--- src/rtl/enc_8to3_scan_pkg.sv ---
// enc_pkg: shared definitions for the enc_8to3_scan serialising encoder.
//
// Contents:
//   ENC_IN_W / ENC_OUT_W : request vector width and code width
//   state_t              : FSM state encoding (ST_IDLE, ST_SCAN)
//   onehot_to_idx()      : one-hot to binary index lookup, also usable by benches
package enc_pkg;

  localparam int ENC_IN_W  = 8;
  localparam int ENC_OUT_W = 3;

  typedef enum logic {
    ST_IDLE = 1'b0,
    ST_SCAN = 1'b1
  } state_t;

  // Returns the index of the set bit of a one-hot vector.
  // If more than one bit is set, the highest index wins.
  // An all-zero vector maps to 0.
  function automatic logic [ENC_OUT_W-1:0] onehot_to_idx(input logic [ENC_IN_W-1:0] vec);
    logic [ENC_OUT_W-1:0] idx;
    idx = '0;
    for (int i = 0; i < ENC_IN_W; i++) begin
      if (vec[i]) idx = ENC_OUT_W'(i);
    end
    return idx;
  endfunction

endpackage

--- src/rtl/enc_8to3_scan_pri_enc8.sv ---
// pri_enc8: combinational 8-input priority encoder.
//
// Configuration macro: ENC_MSB_FIRST_EN
//   undefined -> the lowest set bit has priority
//   defined   -> the highest set bit has priority
//
// Ports:
//   vec    in  [7:0]  vector to encode
//   idx    out [2:0]  index of the selected (priority) set bit; 0 when vec is zero
//   onehot out [7:0]  the selected bit alone; zero when vec is zero
//   single out        vec has exactly one bit set
module pri_enc8
  import enc_pkg::*;
(
  input  logic [ENC_IN_W-1:0]  vec,
  output logic [ENC_OUT_W-1:0] idx,
  output logic [ENC_IN_W-1:0]  onehot,
  output logic                 single
);

  // The loop visits bits in reverse priority order, so the last set bit
  // it sees (the winner) overwrites any earlier ones.
  always_comb begin
    idx    = '0;
    onehot = '0;
`ifdef ENC_MSB_FIRST_EN
    for (int i = 0; i < ENC_IN_W; i++) begin
      if (vec[i]) begin
        idx    = ENC_OUT_W'(i);
        onehot = ENC_IN_W'(1) << i;
      end
    end
`else
    for (int i = ENC_IN_W - 1; i >= 0; i--) begin
      if (vec[i]) begin
        idx    = ENC_OUT_W'(i);
        onehot = ENC_IN_W'(1) << i;
      end
    end
`endif
  end

  // Exactly one bit set: non-zero, and clearing the lowest set bit leaves zero.
  assign single = (vec != '0) && ((vec & (vec - ENC_IN_W'(1))) == '0);

endmodule

--- src/rtl/enc_8to3_scan.sv ---
// enc_8to3_scan: sequential 8-to-3 encoder.
// It accepts an 8-bit request vector over a valid/ready handshake. It then emits
// one 3-bit code per set bit over a second valid/ready handshake.
//
// Configuration macro: ENC_MSB_FIRST_EN
//   Applied inside pri_enc8. When defined, codes come out highest bit first.
//   By default they come out lowest bit first.
//
// Ports:
//   clk        in        system clock, rising edge
//   rst        in        asynchronous active-high reset
//   in_valid   in        in_vec is valid
//   in_ready   out       a vector can be accepted this cycle
//   in_vec     in  [7:0] request vector, bit i means code i
//   out_valid  out       out_code is valid
//   out_ready  in        downstream accepts out_code
//   out_code   out [2:0] index of the current set bit
//   out_last   out       out_code is the final set bit of the vector
//   zero_drop  out       one-cycle pulse: an all-zero vector was accepted and dropped
//   busy       out       high while scanning
module enc_8to3_scan
  import enc_pkg::*;
(
  input  logic                 clk,
  input  logic                 rst,
  input  logic                 in_valid,
  output logic                 in_ready,
  input  logic [ENC_IN_W-1:0]  in_vec,
  output logic                 out_valid,
  input  logic                 out_ready,
  output logic [ENC_OUT_W-1:0] out_code,
  output logic                 out_last,
  output logic                 zero_drop,
  output logic                 busy
);

  state_t                state, next_state;
  logic [ENC_IN_W-1:0]   pending, next_pending;
  logic                  next_zero_drop;
  logic [ENC_OUT_W-1:0]  sel_idx;
  logic [ENC_IN_W-1:0]   sel_onehot;
  logic                  sel_single;
  logic                  in_fire, out_fire;

  pri_enc8 u_pri_enc8 (
    .vec    (pending),
    .idx    (sel_idx),
    .onehot (sel_onehot),
    .single (sel_single)
  );

  // All code outputs come only from registered state and pending.
  // pending is kept at zero in IDLE, so out_code and out_last are 0 there.
  assign out_valid = (state == ST_SCAN);
  assign busy      = (state == ST_SCAN);
  assign out_code  = sel_idx;
  assign out_last  = sel_single;
  assign out_fire  = out_valid && out_ready;

  // A new vector is taken on the same edge that retires the final code.
  // This gives back-to-back vectors with no idle cycle in between.
  assign in_ready  = (state == ST_IDLE) || (out_fire && out_last);
  assign in_fire   = in_valid && in_ready;

  // Registered state: FSM state, remaining bits to emit, and the zero-drop pulse.
  always_ff @(posedge clk or posedge rst) begin
    if (rst) begin
      state     <= ST_IDLE;
      pending   <= '0;
      zero_drop <= 1'b0;
    end else begin
      state     <= next_state;
      pending   <= next_pending;
      zero_drop <= next_zero_drop;
    end
  end

  // Next-state logic.
  // In SCAN, each out-handshake retires the selected bit.
  // The final handshake either reloads pending from a freshly accepted vector
  // or returns to IDLE.
  always_comb begin
    next_state     = state;
    next_pending   = pending;
    next_zero_drop = 1'b0;
    case (state)
      ST_IDLE: begin
        if (in_fire) begin
          if (in_vec != '0) begin
            next_pending = in_vec;
            next_state   = ST_SCAN;
          end else begin
            next_zero_drop = 1'b1;
          end
        end
      end
      ST_SCAN: begin
        if (out_fire) begin
          if (!out_last) begin
            next_pending = pending & ~sel_onehot;
          end else if (in_fire && (in_vec != '0)) begin
            next_pending = in_vec;
          end else begin
            next_pending   = '0;
            next_state     = ST_IDLE;
            next_zero_drop = in_fire;
          end
        end
      end
      default: begin
        next_state   = ST_IDLE;
        next_pending = '0;
      end
    endcase
  end

endmodule

--- config.mk ---
export PLATFORM = sky130hd
export DESIGN_NAME = enc_8to3_scan
export DESIGN_NICKNAME = d
export VERILOG_FILES = /design/src/rtl/enc_8to3_scan_pkg.sv /design/src/rtl/enc_8to3_scan_pri_enc8.sv /design/src/rtl/enc_8to3_scan.sv
export SDC_FILE = /design/constraint.sdc
export NUM_CORES = 1
export LEC_CHECK = 0
export CORE_MARGIN = 1
export CORE_UTILIZATION = 35
export CTS_CLUSTER_SIZE = 12
export DETAILED_ROUTE_END_ITERATION = 16
export PLACE_DENSITY = 0.64
export SLEW_MARGIN = 20
export SYNTH_ARGS = -nofsm -noshare
export SYNTH_HDL_FRONTEND = slang
export SYNTH_HIERARCHICAL = 1
export SYNTH_SLANG_ARGS = --single-unit
--- constraint.sdc ---
create_clock -name clk -period 5.15 [get_ports clk]
set_input_delay 1.545 -clock clk [delete_from_list [all_inputs] [get_ports clk]]
set_output_delay 1.545 -clock clk [all_outputs]
set_load 0.05 [all_outputs]
# Word level (Yosys, flattened, before mapping)
# Index checks and enable logic that the tools add are counted.
# W data, S select, Z words.
# word_totals
register_bits,10
in_bits,12
output_inout_bits,8
wordCells,55
# classes
add_sub_neg,1
n_eq_ne,3
mux,34
bitwise_logic,4
n_reduce_logical,10
# ops
op,n
$mux W8,13
$mux W3,8
$and A8 B8 Y8,2
$pmux W8 S2,1
$reduce_bool A8 Y1,2
$mux W1,10
$logic_not A8 Y1,1
$not A8 Y8,1
$sub A8 B1 Y8 const B,1
$logic_and A1 B1 Y1,5
$ne A2 B1 Y1 const B,2
$pmux W1 S2,2
$reduce_and A3 Y1,1
$ne A2 B2 Y1 const B,1
$logic_or A1 B1 Y1,1
$not A1 Y1,1

# Longest topological paths before layout
# depth
depth_word,13
depth_mapped,7
mapped_depth_nobuf,7

# By module
# Netlist, hierarchy kept.
# modules_own_cells
mod,instances,cells_per_inst,area_per_inst_um2,seq_area_each_um2
enc_8to3_scan,1,41,501.7,250.2
pri_enc8,1,32,214.0,0.0

# Worst setup path before layout
# OpenSTA, ideal clock, no wires.
# synth_timing
path_type,input to output
startpoint,input out_ready
endpoint,output in_ready
arrival_ns,2.076
required_ns,3.605
slack_ns,1.529
path_stages,2
n_path_buf,0
path_cell_list,a21boi_1 -> inv_1
# synth_between
elab_chain_cells,3
# synth_rtl
item,line_no,text
"start, declared",enc_8to3_scan.sv:30,"input logic out_ready,"
$logic_and A1 B1 Y1,enc_8to3_scan.sv:58,assign out_fire = out_valid && out_ready;
$logic_and A1 B1 Y1,enc_8to3_scan.sv:62,assign in_ready = (state == ST_IDLE) || (out_fire && out_last);
$logic_or A1 B1 Y1,enc_8to3_scan.sv:62,
"end, declared",enc_8to3_scan.sv:27,"output logic in_ready,"
# No other way between the ends.

# Worst setup path in the final report
# Same ends and word-level chain as after synthesis.

==> impl_metrics.json <==
{
  "p_clk_share_pct": 10.3,
  "die-height_um": 47.2,
  "syn_area_sq_um": 716,
  "die_w_um": 47.2,
  "stdcell_area_sq_um": 955,
  "syn2layout_area_growth_pct": 33.4,
  "postRouteAntennaNets": 0,
  "seqPwrFrac_pct": 21.9,
  "synth_top_area_share_pct": 35.0,
  "core_area_sq_um": 1820,
  "cp_max_fo": 4,
  "ios": 20,
  "setup_slack_ns": 0.568,
  "status": "completed",
  "min_period_ns": 4.58,
  "p_comb_share_pct": 67.7,
  "cts_buffers": 3,
  "cp.arrival_ns": 3.04,
  "synth_area_leader_cell": "dfrtp_1",
  "dpl_worst_slack_ns": 0.575,
  "finalClockSkew_ns": 0.00166,
  "period_share_pct": 89.0,
  "rsz0062_at_grt": "no",
  "wirelength_um": 1680,
  "initial_core_util_pct": 39.3,
  "grt_pass1_wl_um": 2760,
  "die_area_sq_um": 2230,
  "syn_inst": 73,
  "postCtsSetupBuffers": 0,
  "drv_cap": 0,
  "nets": 106,
  "power_switching_mw": 0.373,
  "grt_pass1_vias": 592,
  "portBuffers": 19,
  "synth_area_leaders": "dfrtp_1 35%, a32o_1 11%, nor4_4 8.9%",
  "cts.path.max_buffers": 2,
  "drive_gt1_share_pct": 10.8,
  "pwr_density_cell_nw_per_um2": 733,
  "worst-slew-pin-transition_ns": 0.629,
  "worstSetupPathType": "input pin to output port",
  "first_pass_iters": 4,
  "clk-insertion-delay-late_ns": 0.27,
  "dp_hpwl_um": 1210,
  "start_kind": "input pin",
  "clk_pin_slew_ns": 0.07,
  "antenna_found_initial": 0,
  "yosysSeqAreaShare_pct": 35.0,
  "setup_viol": 0,
  "fin_util_pct": 52.4,
  "p_total_mw": 0.700,
  "ys_seq_elements": 10,
  "wl_per_cell_um": 14.2,
  "finalSetupTns_ns": 0,
  "final_cell_mix": "19 x clkdlybuf4s50_1, 10 x o21ai_0, 10 x dfrtp_1, 8 x a32o_1, 5 x nor2_1",
  "clock-root-buffer": "clkbuf_4",
  "p_leak_nw": 0.366,
  "viasPerCell": 5.63,
  "nFillCells": 174,
  "cts_tree": "done",
  "hp-class": "register to register",
  "mostFrequentLayoutCell": "clkdlybuf4s50_1",
  "synth_cell_types": 29,
  "synth_nets": 85,
  "swShare_pct": 53.2,
  "crit_path_end_kind": "output port",
  "clock-sinks": 10,
  "rows": 15,
  "hold_viol": 0,
  "grt.overflow.total": 0,
  "relSlewSlack_pct": 58.0,
  "irDropWorstVdd_mv": 0.423,
  "drt_first_iter_violations": 27,
  "dr_total_vias": 664,
  "drc": 0,
  "ys.warnings.count": 6,
  "maxSlewViolCount": 0,
  "track_usage_pct": 18.3,
  "place_congestion": 0.810,
  "antenna_cells": 0,
  "cp_data_required_time_ns": 3.61,
  "place_area_sq_um": 918,
  "cts_max_level": 1,
  "syn_area_per_cell_sq_um": 9.80,
  "cts_hold_buf": 0,
  "ctsResizeCount": 0,
  "grt_max_degree": 11,
  "fmaxAchievable_mhz": 218,
  "p_int_mw": 0.327
}
kinds of logic (layout without fill, tap and decap cells):
kind of cell    after synthesis  in the layout  share of synthesized area [%]
fa+ha+maj                     1              1                           1.40
buf+inv                       7             27                           4.72
compound gates               27             27                           29.5
simple gates                 28             28                           29.4
flops                        10             10                           35.0
metal layers:
metal | track usage, % | vias to the layer above | share of wire, %
met4 | 3.43 | 0 | 0.48
li1 | - | 327 | -
met3 | 6.92 | 2 | 5.9
met2 | 26.3 | 24 | 45
met1 | 26.1 | 311 | 49
met5 | 0 | - | 0
worst max-delay path: stages:
cell and delay [ns]:
clkdlybuf4s50_1 0.41, a21boi_1 0.30, inv_1 0.07, clkdlybuf4s50_1 0.70
synth_stat cells (all sizes together):
master,instances
o211ai,1
nor2,6
nand2b,1
a32o,8
a211o,1
maj3,1
nor3b,1
buf,3
inv,4
nand4b,3
a21o,1
nand2,3
a21oi,1
o21bai,1
dfrtp,10
a21boi,2
a211oi,1
o21ai,10
nor3,1
and2,2
and3,4
or3,1
nor4,3
a221oi,1
nor2b,2
nor4b,1
final cells by class:
| cell class | instances | area, sq um | share of cell area (%) |
|---|---|---|---|
| flip-flops and latches | 10 | 250 | 26.2 |
| clock buffers | 4 | 36.3 | 3.80 |
| repair buffers | 19 | 190 | 19.9 |
| inverters | 4 | 15.0 | 1.57 |
| well taps | 25 | 31.3 | 3.28 |
| multi-input cells | 56 | 432 | 45.2 |
final timing paths:
path | startpoint | endpoint | slack [ns] | cells past startpoint
setup / recovery | out_ready | in_ready | 0.57 | 4
hold / removal | pending[7] | pending[7] | 0.61 | 1
setup reg to reg | pending[1] | pending[7] | 2.88 | 7
hold reg to reg | pending[7] | pending[7] | 0.61 | 1
max in group asynchronous | rst | zero_drop | 3.29 | 2
min in group asynchronous | rst | pending[3] | 1.56 | 2
power groups by stage:
| stage | Combinational [mW] | Sequential [mW] | Clock [mW] |
|---|---|---|---|
| after global routing | 0.512 | 0.161 | 0.0792 |
| after detailed placement | 0.473 | 0.155 | 0 |
| after floorplan | 0.336 | 0.158 | 0 |
| after CTS | 0.475 | 0.153 | 0.0759 |
| final | 0.474 | 0.153 | 0.0724 |
| after global placement | 0.469 | 0.155 | 0 |
state kept, by name, summed over array words and instances (netlist names):
signal	flops
busy	1
zero_drop	1
pending	8
through the flow:
| stage | hold slack [ns] | instances |
|---|---|---|
| 6_report | 0.614 | 118 |
| 5_1_grt | 0.644 | 118 |
| 4_1_cts | 0.615 | 118 |
| 3_5_place_dp | 0.595 | 114 |
| 3_3_place_gp | 0.589 | 114 |
| 2_1_floorplan | 0.547 | 73 |
Power figures use the tool's default switching activity.
